==> config.mk <==
export PLATFORM = sky130hd
export DESIGN_NAME = audio_hit_detector
export DESIGN_NICKNAME = d
export VERILOG_FILES = /design/src/rtl/audio_hit_detector_pkg.sv /design/src/rtl/audio_hit_detector_sample_magnitude.sv /design/src/rtl/audio_hit_detector.sv
export SDC_FILE = /design/constraint.sdc
export NUM_CORES = 1
export LEC_CHECK = 0
export ABC_AREA = 1
export CAP_MARGIN = 20
export CORE_ASPECT_RATIO = 0.9
export CORE_UTILIZATION = 54
export DETAILED_ROUTE_END_ITERATION = 7
export PLACE_DENSITY = 0.84
export SYNTH_ARGS = -nofsm -noshare
export SYNTH_HDL_FRONTEND = slang
export SYNTH_SLANG_ARGS = --single-unit
==> constraint.sdc <==
create_clock -name CLOCK_50 -period 3.4 [get_ports CLOCK_50]
set_clock_uncertainty 0.05 [all_clocks]
set_input_delay 0.34 -clock CLOCK_50 [delete_from_list [all_inputs] [get_ports CLOCK_50]]
set_output_delay 0.34 -clock CLOCK_50 [all_outputs]
set_load 0.05 [all_outputs]
==> src/rtl/audio_hit_detector_pkg.sv <==
// Shared audio constants for the microphone hit-detection path.
// Sample/magnitude widths, channel-select encodings and FSM states.
package audio_hit_detector_pkg;

    localparam int SAMPLE_W = 32;
    localparam int MAG_W    = 31;

    localparam int CH_LEFT  = 0;
    localparam int CH_RIGHT = 1;
    localparam int CH_AVG   = 2;

    typedef logic signed [SAMPLE_W-1:0] sample_t;
    typedef logic [MAG_W-1:0]           mag_t;

    typedef enum logic [1:0] {
        S_IDLE,
        S_POP,
        S_PROC
    } state_t;

endpackage

==> src/rtl/audio_hit_detector_sample_magnitude.sv <==
// Combinational channel select / average and saturating absolute value.
// Output is the unsigned 31-bit magnitude of the selected sample.
module sample_magnitude
    import audio_hit_detector_pkg::*;
#(
    parameter int CH_SEL = CH_LEFT
) (
    input  logic signed [SAMPLE_W-1:0] left,
    input  logic signed [SAMPLE_W-1:0] right,
    output logic [MAG_W-1:0]           mag
);

    sample_t          sel;
    logic [SAMPLE_W-1:0] abs_v;

    always_comb begin
        case (CH_SEL)
            CH_RIGHT: sel = right;
            CH_AVG:   sel = (left >>> 1) + (right >>> 1);
            default:  sel = left;
        endcase
    end

    // Only -2^31 leaves bit 31 set after negation; clamp it to full scale.
    always_comb begin
        abs_v = sel[SAMPLE_W-1] ? -sel : sel;
        mag   = abs_v[SAMPLE_W-1] ? '1 : abs_v[MAG_W-1:0];
    end

endmodule

==> src/rtl/audio_hit_detector.sv <==
// Pops ADC samples, tracks per-window peak magnitude and pulses hit
// when a window peak exceeds THRESHOLD, with a holdoff of whole windows.
module audio_hit_detector
    import audio_hit_detector_pkg::*;
#(
    parameter int          WINDOW_LEN  = 1024,
    parameter logic [31:0] THRESHOLD   = 32'd200000000,
    parameter int          HOLDOFF_WIN = 8,
    parameter int          CH_SEL      = 0
) (
    input  logic                CLOCK_50,
    input  logic                resetn,
    input  logic                enable,
    input  logic                audio_in_available,
    input  logic [SAMPLE_W-1:0] left_channel_audio_in,
    input  logic [SAMPLE_W-1:0] right_channel_audio_in,
    output logic                read_audio_in,
    output logic                hit,
    output logic [7:0]          level,
    output logic [MAG_W-1:0]    peak,
    output logic                busy_holdoff
);

    localparam int CNT_W = $clog2(WINDOW_LEN);
    localparam int HO_W  = (HOLDOFF_WIN < 1) ? 1 : $clog2(HOLDOFF_WIN + 1);

    state_t           state;
    state_t           state_nxt;
    mag_t             mag;
    mag_t             smp_mag;
    mag_t             run_max;
    mag_t             win_peak;
    logic [CNT_W-1:0] cnt;
    logic [HO_W-1:0]  holdoff;
    logic             win_close;
    logic             over;

    sample_magnitude #(
        .CH_SEL (CH_SEL)
    ) u_mag (
        .left  (left_channel_audio_in),
        .right (right_channel_audio_in),
        .mag   (mag)
    );

    always_ff @(posedge CLOCK_50 or negedge resetn) begin
        if (!resetn) state <= S_IDLE;
        else         state <= state_nxt;
    end

    always_comb begin
        state_nxt = state;
        case (state)
            S_IDLE:  if (enable && audio_in_available) state_nxt = S_POP;
            S_POP:   state_nxt = S_PROC;
            S_PROC:  state_nxt = S_IDLE;
            default: state_nxt = S_IDLE;
        endcase
    end

    always_comb begin
        read_audio_in = (state == S_POP);
    end

    assign win_peak  = (smp_mag > run_max) ? smp_mag : run_max;
    assign win_close = (cnt == CNT_W'(WINDOW_LEN - 1));
    assign over      = ({1'b0, win_peak} > THRESHOLD);

    // An in-flight sample finishes its bookkeeping even if enable drops;
    // the partial window is discarded once the FSM is back in IDLE.
    always_ff @(posedge CLOCK_50 or negedge resetn) begin
        if (!resetn) begin
            smp_mag <= '0;
            run_max <= '0;
            cnt     <= '0;
            holdoff <= '0;
            peak    <= '0;
            hit     <= 1'b0;
        end else begin
            hit <= 1'b0;
            if (state == S_POP) smp_mag <= mag;
            if (state == S_PROC) begin
                if (win_close) begin
                    peak    <= win_peak;
                    run_max <= '0;
                    cnt     <= '0;
                    if (holdoff == '0) begin
                        if (over) begin
                            hit     <= 1'b1;
                            holdoff <= HO_W'(HOLDOFF_WIN);
                        end
                    end else begin
                        holdoff <= holdoff - 1'b1;
                    end
                end else begin
                    run_max <= win_peak;
                    cnt     <= cnt + 1'b1;
                end
            end else if (state == S_IDLE && !enable) begin
                run_max <= '0;
                cnt     <= '0;
            end
        end
    end

    assign level        = peak[30:23];
    assign busy_holdoff = (holdoff != '0);

endmodule
# Word-level counts from Yosys, hierarchy flattened
# Cells that the tools add are included.
[op_classes]
add_sub_neg = 3
n_lt_le_gt_ge = 2
n_eq_ne = 5
muxes = 17
reduce_logical = 9
[op_table]
columns = ["operator", "count"]
rows = [
  ["31-bit 2-to-1 mux", 5],
  ["32-bit 2-to-1 mux", 1],
  ["32-bit negator", 1],
  ["31-bit by 28-bit greater-than comparator with 1-bit output, second input constant", 1],
  ["31-bit greater-than comparator", 1],
  ["10-bit 2-to-1 mux", 3],
  ["10-bit by 1-bit adder with 10-bit output, second input constant", 1],
  ["10-bit == test, second input constant", 1],
  ["4-bit 2-to-1 mux", 2],
  ["4-bit logical NOT", 1],
  ["1-bit 2-to-1 mux", 4],
  ["2-bit != test, second input constant", 2],
  ["2-bit case mux with 2 select lines", 1],
  ["4-bit nonzero test", 1],
  ["4-bit by 1-bit subtractor with 4-bit output, second input constant", 1],
  ["3-bit AND reduction", 1],
  ["2-bit by 1-bit == test with 1-bit output, second input constant", 1],
  ["2-bit == test, second input constant", 1],
  ["1-bit logical AND", 2],
  ["2-bit logical NOT", 1],
  ["2-bit 2-to-1 mux", 1],
  ["2-bit AND reduction", 1],
  ["2-bit nonzero test", 1],
  ["1-bit logical NOT", 1],
]
[word_totals]
regBits = 110
output_inout_bits = 42

# Longest topological paths before layout
[depth]
word_depth = 7
depth_mapped = 26
ltp_nobuf = 25

# Modules after synthesis
# From an unflattened synthesis, not the netlist that was laid out.
[unflattened]
hier_cells = 975
hier_area_um2 = 7136.8
[by_module_without_submodules]
columns = ["mod", "n_inst", "cells_each", "area_per_inst_um2"]
rows = [
  ["audio_hit_detector", 1, 735, 5828.1],
  ["sample_magnitude", 1, 240, 1308.8],
]

# Least setup slack after synthesis
# No wires, ideal clock.
[synth_timing]
path_kind = "register -> register"
start = "reg smp_mag[6]"
end = "reg holdoff[1]"
t_arrival_ps = 2286
required_time_ps = 3233
slack_ps = 947
stages_incl_launch_ff = 20
path_buffers = 1
path_cell_list = "dfrtp_1 ha_1 nand2_1 nor2_1 nand4_1 nor3_2 nand3b_2 buf_2 nand3_1 nand2_1 nor2_2 nand2_1 nor2_1 nand3_1 nand2_1 nand2_1 nand2_1 nand3_1 nand2_1 nand2_1"
[synth_between]
elab_chain_len = 5
[synth_lines]
columns = ["element", "line", "text"]
rows = [
  ["start: declaration", "audio_hit_detector.sv:30", "mag_t smp_mag;"],
  ["start signal: assignment", "audio_hit_detector.sv:81", "if (state == S_POP) smp_mag <= mag;"],
  ["31-bit greater-than comparator", "audio_hit_detector.sv:65", "assign win_peak = (smp_mag > run_max) ? smp_mag : run_max;"],
  ["31-bit 2-to-1 mux (*)", "audio_hit_detector.sv:65", ""],
  ["31-bit by 28-bit greater-than comparator with 1-bit output (*)", "audio_hit_detector.sv:67", "assign over = ({1'b0, win_peak} > THRESHOLD);"],
  ["2-bit != test (no line) (*)", "-", ""],
  ["3-bit AND reduction (no line) (*)", "-", ""],
  ["end signal: assignment", "audio_hit_detector.sv:90", "holdoff <= HO_W'(HOLDOFF_WIN);"],
  ["end signal: assignment", "audio_hit_detector.sv:93", "holdoff <= holdoff - 1'b1;"],
  ["end: declaration", "audio_hit_detector.sv:34", "logic [HO_W-1:0] holdoff;"],
]
# Every way passes the cells marked *; elsewhere a longest branch is shown, timed or not.
# A chain may end at the register's enable or synchronous reset.

# Worst setup path after layout
# Same ends and word-level chain as after synthesis.

==> results.py <==
metrics = {
    "run_status": {
        "status": "finished, violations left",
        "violations": "hold timing",
    },
    "power": {
        "p_leak_nw": 3.646,
        "pwr-share-comb_pct": 41.5,
        "switching_share_pct": 40.40,
        "switchingPower_mw": 1.780,
        "p_int_mw": 2.625,
        "seqPwrFrac_pct": 36.8,
        "ir_drop_mv": 0.3244,
        "clkPwrFrac_pct": 21.7,
        "pwr_density_cell_nw_per_um2": 578.3,
    },
    "timing": {
        "max_freq_ghz": 0.3221,
        "period_share_pct": 91.30,
        "fin_tns_setup_ns": 0,
        "setup_slack_ns": 0.2957,
        "finalHoldViolations": 6,
        "tightestPinTransition_ns": 0.7870,
        "maxSlewViolCount": 0,
        "slew_headroom_pct": 47.53,
        "period_minus_slack_ns": 3.104,
        "setup_violations": 0,
        "whs_ns": -0.004965,
        "rsz0062_at_grt": "no",
    },
    "global_routing": {
        "grt_antenna_before_repair": 0,
        "grt_pass1_vias": 5102,
        "gr-total-overflow": 0,
        "grt_usage_pct": 24.73,
        "grt_max_degree": 57,
        "grt_pass1_wl_mm": 24.92,
    },
    "die": {
        "start_util_pct": 56.08,
        "fp.dieArea_um2": 12410,
        "core_um2": 11530,
        "num_rows": 37,
        "ioPinCount": 110,
        "dieHeight_um": 105.8,
        "die_x_um": 117.3,
    },
    "critical_path": {
        "critPathMaxFanout": 31,
        "critical_path_class": "flop to flop",
        "crit_required_ns": 3.58,
        "critPathLaunchType": "flop",
        "critPathCaptureType": "flop",
        "arrival_ns": 3.28,
    },
    "clock_network": {
        "htree_levels": 3,
        "cts_made_buffers": 9,
        "cts_tree": "yes",
        "insertion_delay_ns": 0.35,
        "clk_pin_slew_ns": 0.07,
        "cts_root_buf": "clkbuf_16",
        "post_cts_buffers": 0,
        "clk_path_buf_depth": 2,
        "ctsHoldBuffers": 0,
        "clock-sinks": 110,
    },
    "drt": {
        "first_iter_violations": 566,
        "wirelength_mm": 14.60,
        "detail-route-antenna-nets": 0,
        "routedWlPerCell_um": 13.76,
        "dr.pass1.iters": 5,
        "vias": 5659,
        "avgViaCountPerCell": 5.334,
        "remaining_drc_errors": 0,
    },
    "placement": {
        "place_congestion": 0.8932,
        "port_buffers": 77,
        "post_dp_cell_area_um2": 7317,
        "dp_cells": 1044,
        "dp_hpwl_mm": 10.52,
        "pre_cts_ws_ns": 0.2409,
    },
    "run": {
        "maxCapViolations": 0,
    },
    "logic_synthesis": {
        "ys_types": 41,
        "yosys_register_bits": 110,
        "ys_seq_area_share_pct": 42.58,
        "netlist_instances": 838,
        "ys.flop_type": "dfrtp_1",
        "syn_avg_cell_area_um2": 7.715,
        "syn_nets": 939,
        "syn_area_um2": 6465,
        "synthArstFlopShare_pct": 100.0,
        "synth-warning-count": 0,
        "synth-edff-count": 0,
    },
    "finish": {
        "area_growth_pct": 17.82,
        "num_antenna_cells": 0,
        "drive_gt1_share_pct": 4.641,
        "layout.nets": 1001,
        "final_common_cell": "nand2_1",
        "nFillCells": 910,
        "design_area_um2": 7617,
        "layout_common_cells": "205 x nand2_1, 116 x inv_1, 110 x dfrtp_1",
        "final_cell_count_no_fill": 1061,
    },
    "hold_path": {
        "hp-class": "input pin to asynchronous set/reset pin",
    },
}
-- registers in the layout (all words and copies together), names as in the netlist --
signal / count
peak: 31
run_max: 31
smp_mag: 31
cnt: 10
holdoff: 4
state: 2
hit: 1
-- synth_stat cells, drive strengths merged (3+ instances only) --
library cell / number / area, um2
clkbuf: 18 / 67.56
nor2: 72 / 275.3
inv: 119 / 446.7
xor2: 19 / 166.4
or2: 4 / 25.03
o22a: 3 / 26.28
xnor2: 9 / 78.83
nand3: 42 / 210.2
a21oi: 28 / 143.9
nand3b: 6 / 48.80
buf: 20 / 142.6
o21ai: 56 / 280.3
nand4: 9 / 56.30
ha: 33 / 412.9
dfrtp: 110 / 2753
a31oi: 4 / 25.02
a22oi: 10 / 75.07
nor3: 14 / 85.08
o22ai: 41 / 256.5
nand2: 208 / 790.8
-- repair_timing --
action | 4_1_cts | 5_1_grt
gates resized for setup | 0 | 6
endpoints found under the setup margin | 0 | 3
hold endpoints to repair | 0 | 0
-- critical path, cell delays in order (launching register included) --
cell	delay, ns
dfrtp_1	0.41
ha_1	0.32
nand2_1	0.07
nor2_1	0.14
nand4_1	0.11
nor3_2	0.18
nand3b_2	0.23
buf_6	0.26
nand3_1	0.10
nand2_1	0.11
nor2_2	0.22
nand2_1	0.08
nor2_1	0.12
nand3_1	0.08
nand2_1	0.06
nand2_1	0.10
nand2_1	0.12
nand3_1	0.08
nand2_1	0.08
nand2_1	0.05
-- cell type report --
type | instances | area [um2] | share of cell area, %
multi-input combinational | 571 | 3078 | 40.41
sequential | 110 | 2753 | 36.14
timing repair buffer | 88 | 879.6 | 11.55
inverter | 120 | 450.4 | 5.913
clock buffer | 13 | 240.2 | 3.154
tap | 156 | 195.2 | 2.562
clock inverter | 3 | 21.27 | 0.2792
-- per-layer routing --
metal | part of all wire [%] | GRT usage [%]
met2 | 42 | 36.64
met4 | 0.93 | 5.009
met3 | 6.3 | 3.788
met5 | 0 | 0
met1 | 50 | 38.07
-- power groups by stage --
stage | sequential [mW] | combinational [mW] | clock, mW
after floorplan | 1.59 | 1.33 | 0
after global placement | 1.63 | 1.68 | 0
after detailed placement | 1.64 | 1.73 | 0
after CTS | 1.61 | 1.74 | 0.971
after global routing | 1.64 | 2.07 | 1.02
final | 1.62 | 1.83 | 0.957
-- through the flow --
step                util (%)  total power, mW
CTS                    65.74            4.323
floorplan                  -            2.921
global placement       63.48            3.304
detailed placement     63.48            3.363
global route           66.08            4.727
finish                 66.08            4.405
-- logic make-up (layout without fill, tap and decap cells) --
| logic type | after synthesis | count (layout) | share of synthesized area (%) |
|---|---|---|---|
| flops | 110 | 110 | 42.58 |
| fa+ha+maj | 33 | 33 | 6.387 |
| compound gates | 152 | 152 | 13.76 |
| xor+xnor | 28 | 28 | 3.793 |
| buf+inv | 158 | 224 | 10.22 |
| simple gates | 357 | 358 | 23.26 |
-- final timing paths --
check / from / to / slack (ns) / cells past startpoint
hold / removal: resetn / cnt[6] / -0.005 / 1
hold reg to reg: peak[15] / peak[15] / 0.43 / 2
min in group CLOCK_50: peak[15] / peak[15] / 0.43 / 2
setup / recovery: smp_mag[6] / holdoff[1] / 0.30 / 19
max in group asynchronous: resetn / smp_mag[0] / 2.57 / 2
setup reg to reg: smp_mag[6] / holdoff[1] / 0.30 / 19
(Power assumes the default switching activity.)
